`config.mk`:
```
export PLATFORM = sky130hd
export DESIGN_NAME = layer_address_generator
export DESIGN_NICKNAME = d
export VERILOG_FILES = /design/src/rtl/layer_address_generator_pkg.sv /design/src/rtl/layer_address_generator_loop_counter.sv /design/src/rtl/layer_address_generator.sv
export SDC_FILE = /design/constraint.sdc
export NUM_CORES = 1
export LEC_CHECK = 0
export BUFFER_PORTS_ARGS = -buffer_cell sky130_fd_sc_hd__buf_2
export CORE_ASPECT_RATIO = 0.6
export CORE_MARGIN = 1.5
export CORE_UTILIZATION = 60
export CTS_CLUSTER_DIAMETER = 150
export DETAILED_ROUTE_END_ITERATION = 12
export GPL_TIMING_DRIVEN = 1
export PLACE_DENSITY = 0.86
export SLEW_MARGIN = 15
export SYNTH_ARGS = -nofsm -noshare
export SYNTH_HDL_FRONTEND = slang
export SYNTH_SLANG_ARGS = --single-unit
```
`constraint.sdc`:
```
create_clock -name clk -period 4.15 [get_ports clk]
set_clock_uncertainty 0.05 [all_clocks]
set_input_delay 0.83 -clock clk [delete_from_list [all_inputs] [get_ports clk]]
set_output_delay 0.83 -clock clk [all_outputs]
set_load 0.02 [all_outputs]
```
`src/rtl/layer_address_generator_pkg.sv`:
```
// Shared types and constants for the fully-connected layer address generator.
package layer_address_generator_pkg;

    localparam int unsigned LAG_AW = 8;
    localparam logic [LAG_AW-1:0] LAG_END_OF_PROGRAM = 8'hFF;
    localparam logic [LAG_AW-1:0] LAG_BIAS_ADDR = 8'd255;

    typedef enum logic [1:0] {
        IDLE   = 2'd0,
        RUN    = 2'd1,
        FINISH = 2'd2,
        HALT   = 2'd3
    } state_t;

endpackage

```
`src/rtl/layer_address_generator_loop_counter.sv`:
```
// Loadable up-counter with terminal-count compare; wraps to zero when stepped at terminal count.
module addrgen_loop_counter #(
    parameter int unsigned W = 8
) (
    input  logic         clk_i,
    input  logic         rst_n_i,
    input  logic         clr_i,
    input  logic         inc_i,
    input  logic [W-1:0] tc_val_i,
    output logic [W-1:0] count_o,
    output logic         tc_o
);

    logic [W-1:0] count_q, count_d;

    assign count_o = count_q;
    assign tc_o    = (count_q == tc_val_i);

    always_comb begin
        count_d = count_q;
        if (clr_i) begin
            count_d = '0;
        end else if (inc_i) begin
            count_d = tc_o ? '0 : count_q + W'(1);
        end
    end

    always_ff @(posedge clk_i or negedge rst_n_i) begin
        if (!rst_n_i) begin
            count_q <= '0;
        end else begin
            count_q <= count_d;
        end
    end

endmodule

```
`src/rtl/layer_address_generator.sv`:
```
// Walks every (neuron, input) pair of one FC layer, driving neuron-RAM and weight-ROM addresses.
// Optional per-neuron bias cycle enabled by defining LAYER_ADDRGEN_BIAS_EN.
//
// state  | meaning
// IDLE   | waiting for a read strobe carrying the next layer size
// RUN    | one MAC per cycle over prev inputs (plus bias) for each of curr neurons
// FINISH | one-cycle layer-complete pulse
// HALT   | end of program reached; frozen until reset
module layer_address_generator
    import layer_address_generator_pkg::*;
#(
    parameter int unsigned      AW             = LAG_AW,
    parameter logic [AW-1:0]    END_OF_PROGRAM = LAG_END_OF_PROGRAM
`ifdef LAYER_ADDRGEN_BIAS_EN
    , parameter logic [AW-1:0]  BIAS_ADDR      = LAG_BIAS_ADDR
`endif
) (
    input  logic          clk,
    input  logic          reset,
    input  logic          read,
    input  logic [AW-1:0] Nk,
    input  logic [AW-1:0] read_weight_base_addr,
    input  logic [AW-1:0] read_neuro_base_addr,
    input  logic [AW-1:0] write_neuro_base_addr,
    output logic [AW-1:0] neuro_read_addr,
    output logic [AW-1:0] weight_read_addr,
    output logic [AW-1:0] neuro_write_addr,
    output logic          neuron_finished,
    output logic          finished,
    output logic [AW-1:0] current_layer_size,
    output logic [AW-1:0] previous_layer_size
);

    state_t        state_q, state_d;
    logic [AW-1:0] curr_q, curr_d;
    logic [AW-1:0] prev_q, prev_d;
    logic [AW-1:0] rd_base_q, rd_base_d;
    logic [AW-1:0] wr_base_q, wr_base_d;
    logic [AW-1:0] wt_q, wt_d;

    logic [AW-1:0] i_cnt, j_cnt, i_tc_val;
    logic          i_tc, j_tc;
    logic          start, in_run, last_mac;

    assign start    = (state_q == IDLE) && read;
    assign in_run   = (state_q == RUN);
    assign last_mac = in_run && i_tc && j_tc;

`ifdef LAYER_ADDRGEN_BIAS_EN
    // Input index runs one past the last activation to make room for the bias term.
    assign i_tc_val = prev_q;
`else
    assign i_tc_val = prev_q - AW'(1);
`endif

    addrgen_loop_counter #(.W(AW)) u_i_cnt (
        .clk_i    (clk),
        .rst_n_i  (reset),
        .clr_i    (start),
        .inc_i    (in_run && !last_mac),
        .tc_val_i (i_tc_val),
        .count_o  (i_cnt),
        .tc_o     (i_tc)
    );

    addrgen_loop_counter #(.W(AW)) u_j_cnt (
        .clk_i    (clk),
        .rst_n_i  (reset),
        .clr_i    (start),
        .inc_i    (in_run && i_tc && !j_tc),
        .tc_val_i (curr_q - AW'(1)),
        .count_o  (j_cnt),
        .tc_o     (j_tc)
    );

    always_comb begin
        state_d   = state_q;
        curr_d    = curr_q;
        prev_d    = prev_q;
        rd_base_d = rd_base_q;
        wr_base_d = wr_base_q;
        wt_d      = wt_q;
        case (state_q)
            IDLE: begin
                if (read) begin
                    prev_d    = curr_q;
                    curr_d    = Nk;
                    rd_base_d = read_neuro_base_addr;
                    wr_base_d = write_neuro_base_addr;
                    wt_d      = read_weight_base_addr;
                    if (Nk == END_OF_PROGRAM) begin
                        state_d = HALT;
                    end else if (curr_q == '0) begin
                        state_d = IDLE;
                    end else if (Nk == '0) begin
                        state_d = FINISH;
                    end else begin
                        state_d = RUN;
                    end
                end
            end
            RUN: begin
                // Weight counter parks on the last weight so the next layer base is this +1.
                if (last_mac) begin
                    state_d = FINISH;
                end else begin
                    wt_d = wt_q + AW'(1);
                end
            end
            FINISH:  state_d = IDLE;
            HALT:    state_d = HALT;
            default: state_d = IDLE;
        endcase
    end

    always_ff @(posedge clk or negedge reset) begin
        if (!reset) begin
            state_q   <= IDLE;
            curr_q    <= '0;
            prev_q    <= '0;
            rd_base_q <= '0;
            wr_base_q <= '0;
            wt_q      <= '0;
        end else begin
            state_q   <= state_d;
            curr_q    <= curr_d;
            prev_q    <= prev_d;
            rd_base_q <= rd_base_d;
            wr_base_q <= wr_base_d;
            wt_q      <= wt_d;
        end
    end

`ifdef LAYER_ADDRGEN_BIAS_EN
    assign neuro_read_addr = (in_run && i_tc) ? BIAS_ADDR : rd_base_q + i_cnt;
`else
    assign neuro_read_addr = rd_base_q + i_cnt;
`endif
    assign weight_read_addr    = wt_q;
    assign neuro_write_addr    = wr_base_q + j_cnt;
    assign neuron_finished     = in_run && i_tc;
    assign finished            = (state_q == FINISH);
    assign current_layer_size  = curr_q;
    assign previous_layer_size = prev_q;

endmodule

```
* Word level (Yosys, flattened, before mapping)
Index checks and enable logic that the tools add are counted.
Word-level totals: flip-flop bits (word level) 58, input port bits 35, output and inout bits 42
Cells by class: add/subtract/negate cells 7, equality and inequality tests 9, muxes and demuxes 15, reductions and logical operators 16
Operator list (number):
- 8-bit two-way mux | 8
- 8-bit by 1-bit adder with 8-bit output (second input constant) | 3
- 8-bit adder | 2
- 8-bit == test | 2
- 8-bit logical NOT | 2
- 8-bit one-hot mux with 2 select lines | 1
- 8-bit by 1-bit subtractor with 8-bit output (second input constant) | 2
- 2-bit two-way mux | 5
- 8-bit == test (second input constant) | 1
- 2-bit one-hot mux with 4 select lines | 1
- 2-bit nonzero test | 3
- 1-bit logical AND | 5
- 2-bit == test (second input constant) | 2
- 2-bit != test (second input constant) | 2
- 2-bit AND reduction | 2
- 3-bit AND reduction | 1
- 2-bit by 1-bit == test with 1-bit output (second input constant) | 1
- 1-bit logical NOT | 2
- 2-bit logical NOT | 1
- 2-bit by 1-bit != test with 1-bit output (second input constant) | 1

* Longest topological paths before layout
depth after elaboration 8, depth in mapped cells 10, depth with buffers taken out 9

* Cells and area by module
From an unflattened synthesis, not the netlist that was laid out.
Second synthesis, totals: cells, all modules 385, area total of the unflattened synthesis 3738.6 sq um
Modules (own cells, without submodules):
- layer_address_generator | instances 1, cells an instance 273, area each 2682.6 sq um, sequential area each 1051.0 sq um
- addrgen_loop_counter | instances 2, cells an instance 56, area each 528.0 sq um, sequential area each 200.2 sq um

* Worst setup path before layout
Ideal clock, no wire load.
path type register to output, from register prev_q[2] (netlist: previous_layer_size[2]), to output port neuron_finished, arrival time 2.384 ns, data required time 3.270 ns, slack 0.886 ns, cell stages (with the launch flop) 6, path buffers 0, path through dfrtp_1 -> or3_1 -> or3_1 -> and2_2 -> or4b_2 -> nor2_1
Between the ends: word-level cells in the longest chain between the ends 3
Ends and longest elaborated chain:
- from (decl) | line layer_address_generator.sv:36 | logic [AW-1:0] prev_q, prev_d;
- from (signal assigned) | line layer_address_generator.sv:127 | prev_q <= prev_d;
- 8-bit by 1-bit subtractor with 8-bit output | line layer_address_generator.sv:53 | assign i_tc_val = prev_q - AW'(1);
- 8-bit == test | line layer_address_generator_loop_counter.sv:17 | assign tc_o = (count_q == tc_val_i);
- 1-bit logical AND | line layer_address_generator.sv:141 | assign neuron_finished = in_run && i_tc;
- to (decl) | line layer_address_generator.sv:28 | output logic neuron_finished,
No other way between the ends.

* Worst setup path in the final report
Ends and elaborated chain as after synthesis.

==> summary.log <==
INFO  run_status     outcome=complete, no violations
INFO  run            cap_violations=0
INFO  finish         layout.filler_cells=413
INFO  clock_tree     clk-insertion-delay-late=0.34ns
INFO  clock_tree     number_of_buffers_added_for_setup_after_cts=0
INFO  logic_synthesis synth-xor-area-share=0.0855
INFO  floorplanning  core_area=5750µm²
INFO  detailed_routing vias=3436
INFO  detailed_routing detail-route-antenna-nets=0
INFO  worst_setup_path r2r-end=weight_read_addr[0]
INFO  logic_synthesis combinational_family_with_the_most_area_after_synthesis=simple AND/OR/NAND/NOR gates
INFO  worst_setup_path end_kind=output pin
INFO  finish         area_delta_synth_final=17.1%
INFO  grt            via_count_of_the_first_global_routing_pass=3296
INFO  detailed_routing post_drt_via_cell_ratio=5.78
INFO  power_and_ir_drop switching_power_as_a_share_of_total_power=0.496
INFO  logic_synthesis synth_edf_count=0
INFO  logic_synthesis synth_area_in_compound_gates=0.136
INFO  logic_synthesis syn-instance-count=431
INFO  timing         fin_tns_setup=0ns
INFO  clock_tree     post_cts_hold_buffer_count=0
INFO  detailed_routing route.detailed.wl_per_inst=16.1µm
INFO  clock_tree     tritoncts_clock_tree=yes
INFO  finish         fin_area=4320µm²
INFO  floorplanning  dieHeight=63.7µm
INFO  worst_setup_path worst_r2r_startpoint=current_layer_size[0]
INFO  clock_tree     tritoncts.num_buffers=9
INFO  worst_setup_path critical_path_peak_fanout=8
INFO  detailed_routing route.detailed.drc=0
INFO  logic_synthesis yosys_most_used_dff=sky130_fd_sc_hd__dfrtp_1
INFO  timing         tightestPinTransition=1.01ns
INFO  grt            grtUsageTotal=0.313
INFO  clock_tree     buffer_cell_driving_the_clock_tree_root=sky130_fd_sc_hd__clkbuf_8
INFO  timing         relSlewSlack=0.327
INFO  timing         fin_worst_hold_slack=0.443ns
INFO  floorplanning  die_ar=6640µm²
INFO  logic_synthesis synth-adder-area-share=0.0787
INFO  worst_setup_path r2r.worst_path.cells=9
INFO  worst_hold_path hold_worst_path_end=rd_base_q[6]
INFO  clock_tree     ctsResizeCount=0
INFO  logic_synthesis syn_avg_cell_area=8.56µm²
INFO  finish         layout_common_cells=105 x sky130_fd_sc_hd__nand2_1, 76 x sky130_fd_sc_hd__buf_2, 58 x sky130_fd_sc_hd__dfrtp_1
INFO  power_and_ir_drop power=3.87mW
INFO  timing         finalSetupViolations=0
INFO  clock_tree     cts.clk_slew.worst_paths=0.07ns
INFO  finish         antennaDiodeCount=0
INFO  worst_hold_path timing.hold.worst.class=reg -> reg
INFO  worst_setup_path startpoint_type=register
INFO  finish         post_layout_nonfiller_instances=594
INFO  floorplanning  die-width=104µm
INFO  logic_synthesis synthMuxAreaShare=0.0136
INFO  detailed_routing drt_iter0_drc=366
INFO  placement      place.port_buffers=76
INFO  logic_synthesis postSynth.asyncResetShare=1.00
INFO  timing         max_freq=274MHz
INFO  detailed_routing sum_of_routed_wire_length_over_all_layers=9570µm
INFO  timing         finalCriticalPeriod=3.65ns
INFO  power_and_ir_drop seq_power_share=0.291
INFO  detailed_routing detail_route.first_pass.iterations=6
INFO  finish         multi_input_area=2090µm²
INFO  placement      replace_congestion=0.876
INFO  logic_synthesis synth-warning-count=0
INFO  logic_synthesis synth_nets=488
INFO  worst_setup_path cp.required=3.27ns
INFO  timing         report.final.slew_viol_count=0
INFO  placement      placed_cells=579
INFO  power_and_ir_drop power_leakage=2.24nW
INFO  power_and_ir_drop power.ir.vdd_worst=0.428mV
INFO  power_and_ir_drop comb_power_share=0.588
INFO  placement      post_dp_hpwl=7070µm
INFO  grt            global_route.overflow_total=0
INFO  power_and_ir_drop internal_power=1.95mW
INFO  logic_synthesis seq_area_frac_synth=0.393
INFO  power_and_ir_drop power.share.clock=0.121
INFO  power_and_ir_drop cellPowerDensity=895nW/µm²
INFO  finish         most_common_cell_after_layout_fill_and_taps_aside=sky130_fd_sc_hd__nand2_1
INFO  timing         hold_viol_final=0
INFO  finish         num-nets-final=567
INFO  logic_synthesis mappedNetlistArea=3690µm²
INFO  logic_synthesis synth-simple-area-share=0.251
INFO  worst_setup_path reg2reg_slack=1.09ns
INFO  timing         fin_crit_sh=0.880
INFO  placement      postPlaceCellArea=4150µm²
INFO  clock_tree     clock_tree.buffer_depth=2
INFO  timing         setup_repair_after_global_routing_missed_its_margin=no
INFO  finish         seqCellArea=1450µm²
INFO  worst_hold_path hold_depth=2
INFO  clock_tree     cts.sinks=58
INFO  finish         post_route_cells_drive_above_1_share=0.222
INFO  grt            grt_pass1_wl=16200µm
INFO  floorplanning  fp-row-count=21
INFO  power_and_ir_drop total_switching_power=1.92mW
INFO  grt            grt_max_degree=48
INFO  worst_hold_path timing.hold.worst.start=rd_base_q[6]
INFO  floorplanning  boundaryPins=77
INFO  clock_tree     cts_max_level=3
INFO  logic_synthesis synth_seq_cells=58
INFO  floorplanning  initial_util=0.641
INFO  grt            antenna_found_initial=0
INFO  worst_setup_path cp_data_arrival_time=2.77ns
INFO  worst_setup_path setup.worst_path.class=reg -> out
INFO  logic_synthesis synthDistinctLibCells=55
==> state kept, by name, indices dropped and copies added (netlist names) <==
| name | flops |
|---|---|
| weight_read_addr | 8 |
| previous_layer_size | 8 |
| u_i_cnt.count_o | 8 |
| state_q | 2 |
| u_j_cnt.count_o | 8 |
| wr_base_q | 8 |
| rd_base_q | 8 |
| current_layer_size | 8 |
==> worst max-delay path: stages, from the launching register on <==
cell and delay, ns:
sky130_fd_sc_hd__dfrtp_1 0.46, sky130_fd_sc_hd__or3_1 0.42, sky130_fd_sc_hd__or3_1 0.37, sky130_fd_sc_hd__and2_2 0.22, sky130_fd_sc_hd__or4b_2 0.66, sky130_fd_sc_hd__nor2_1 0.13, sky130_fd_sc_hd__buf_2 0.17
==> worst max-delay path by stage <==
stage / cells past startpoint / slack, ns / to / start
6_report: 6 / 0.50 / neuron_finished / previous_layer_size[2]
2_1_floorplan: 5 / 0.89 / neuron_finished / previous_layer_size[2]
3_5_place_dp: 6 / 0.87 / neuron_finished / previous_layer_size[2]
4_1_cts: 6 / 0.50 / neuron_finished / previous_layer_size[2]
3_3_place_gp: 6 / 0.94 / neuron_finished / previous_layer_size[2]
5_1_grt: 6 / 0.43 / neuron_finished / previous_layer_size[2]
==> cell families (layout without fill, tap and decap cells) <==
kind of cell,count (synthesis),in the layout
AOI/OAI and AO/OA,75,75
xor gates and xnor gates,36,36
adders and majority gates,22,22
buffers and inverters,37,120
DFF,58,58
muxes,5,5
and+or+nand+nor,198,198
==> stage by stage <==
step,util,setup slack [ns]
6_report,0.751,0.497
5_1_grt,0.751,0.427
4_1_cts,0.751,0.498
3_5_place_dp,0.721,0.867
3_3_place_gp,0.721,0.940
2_1_floorplan,-,0.886
==> final cells by class <==
class / instances / share of cell area
multi-input combinational: 336 / 0.483
tap: 80 / 0.0232
clock buffer: 12 / 0.0359
inverter: 23 / 0.0200
clock inverter: 3 / 0.00348
sequential: 58 / 0.336
timing repair buffer: 82 / 0.0985
==> power by group through the flow <==
stage	Sequential, mW	Combinational (mW)	Clock, mW
after floorplan	1.14	1.55	0
after global placement	1.10	2.14	0
after detailed placement	1.12	2.24	0
after CTS	1.11	2.26	0.469
after global routing	1.16	2.50	0.501
final	1.13	2.27	0.467
==> layer usage <==
layer | global-route usage | wire [µm] | vias up
met2 | 0.481 | 4130 | 189
met5 | 0 | 0 | -
met3 | 0.0837 | 966 | 22
li1 | - | - | 1634
met4 | 0.0955 | 171 | 0
met1 | 0.437 | 4300 | 1591
==> synthesized netlist by cell type, drive strengths merged, types with 4 or more instances <==
master,instances,area [µm²]
nand2,106,400
dfrtp,58,1450
inv,23,86.3
nor2,23,86.3
xnor2,23,201
a21oi,22,125
ha,20,250
o21ai,17,85.1
xor2,13,114
nor3,11,55.1
nand3,10,50.1
clkbuf,9,33.8
nand2b,8,50.1
nand4,8,50.1
a21o,6,47.6
nor4,6,43.8
and3,5,32.5
buf,5,36.3
mux2i,5,50.1
nor3b,5,37.5
or3,5,31.3
a211o,4,35.0
a31oi,4,25.0
o21bai,4,30.0
No activity file was read; power rests on OpenSTA's default activity.
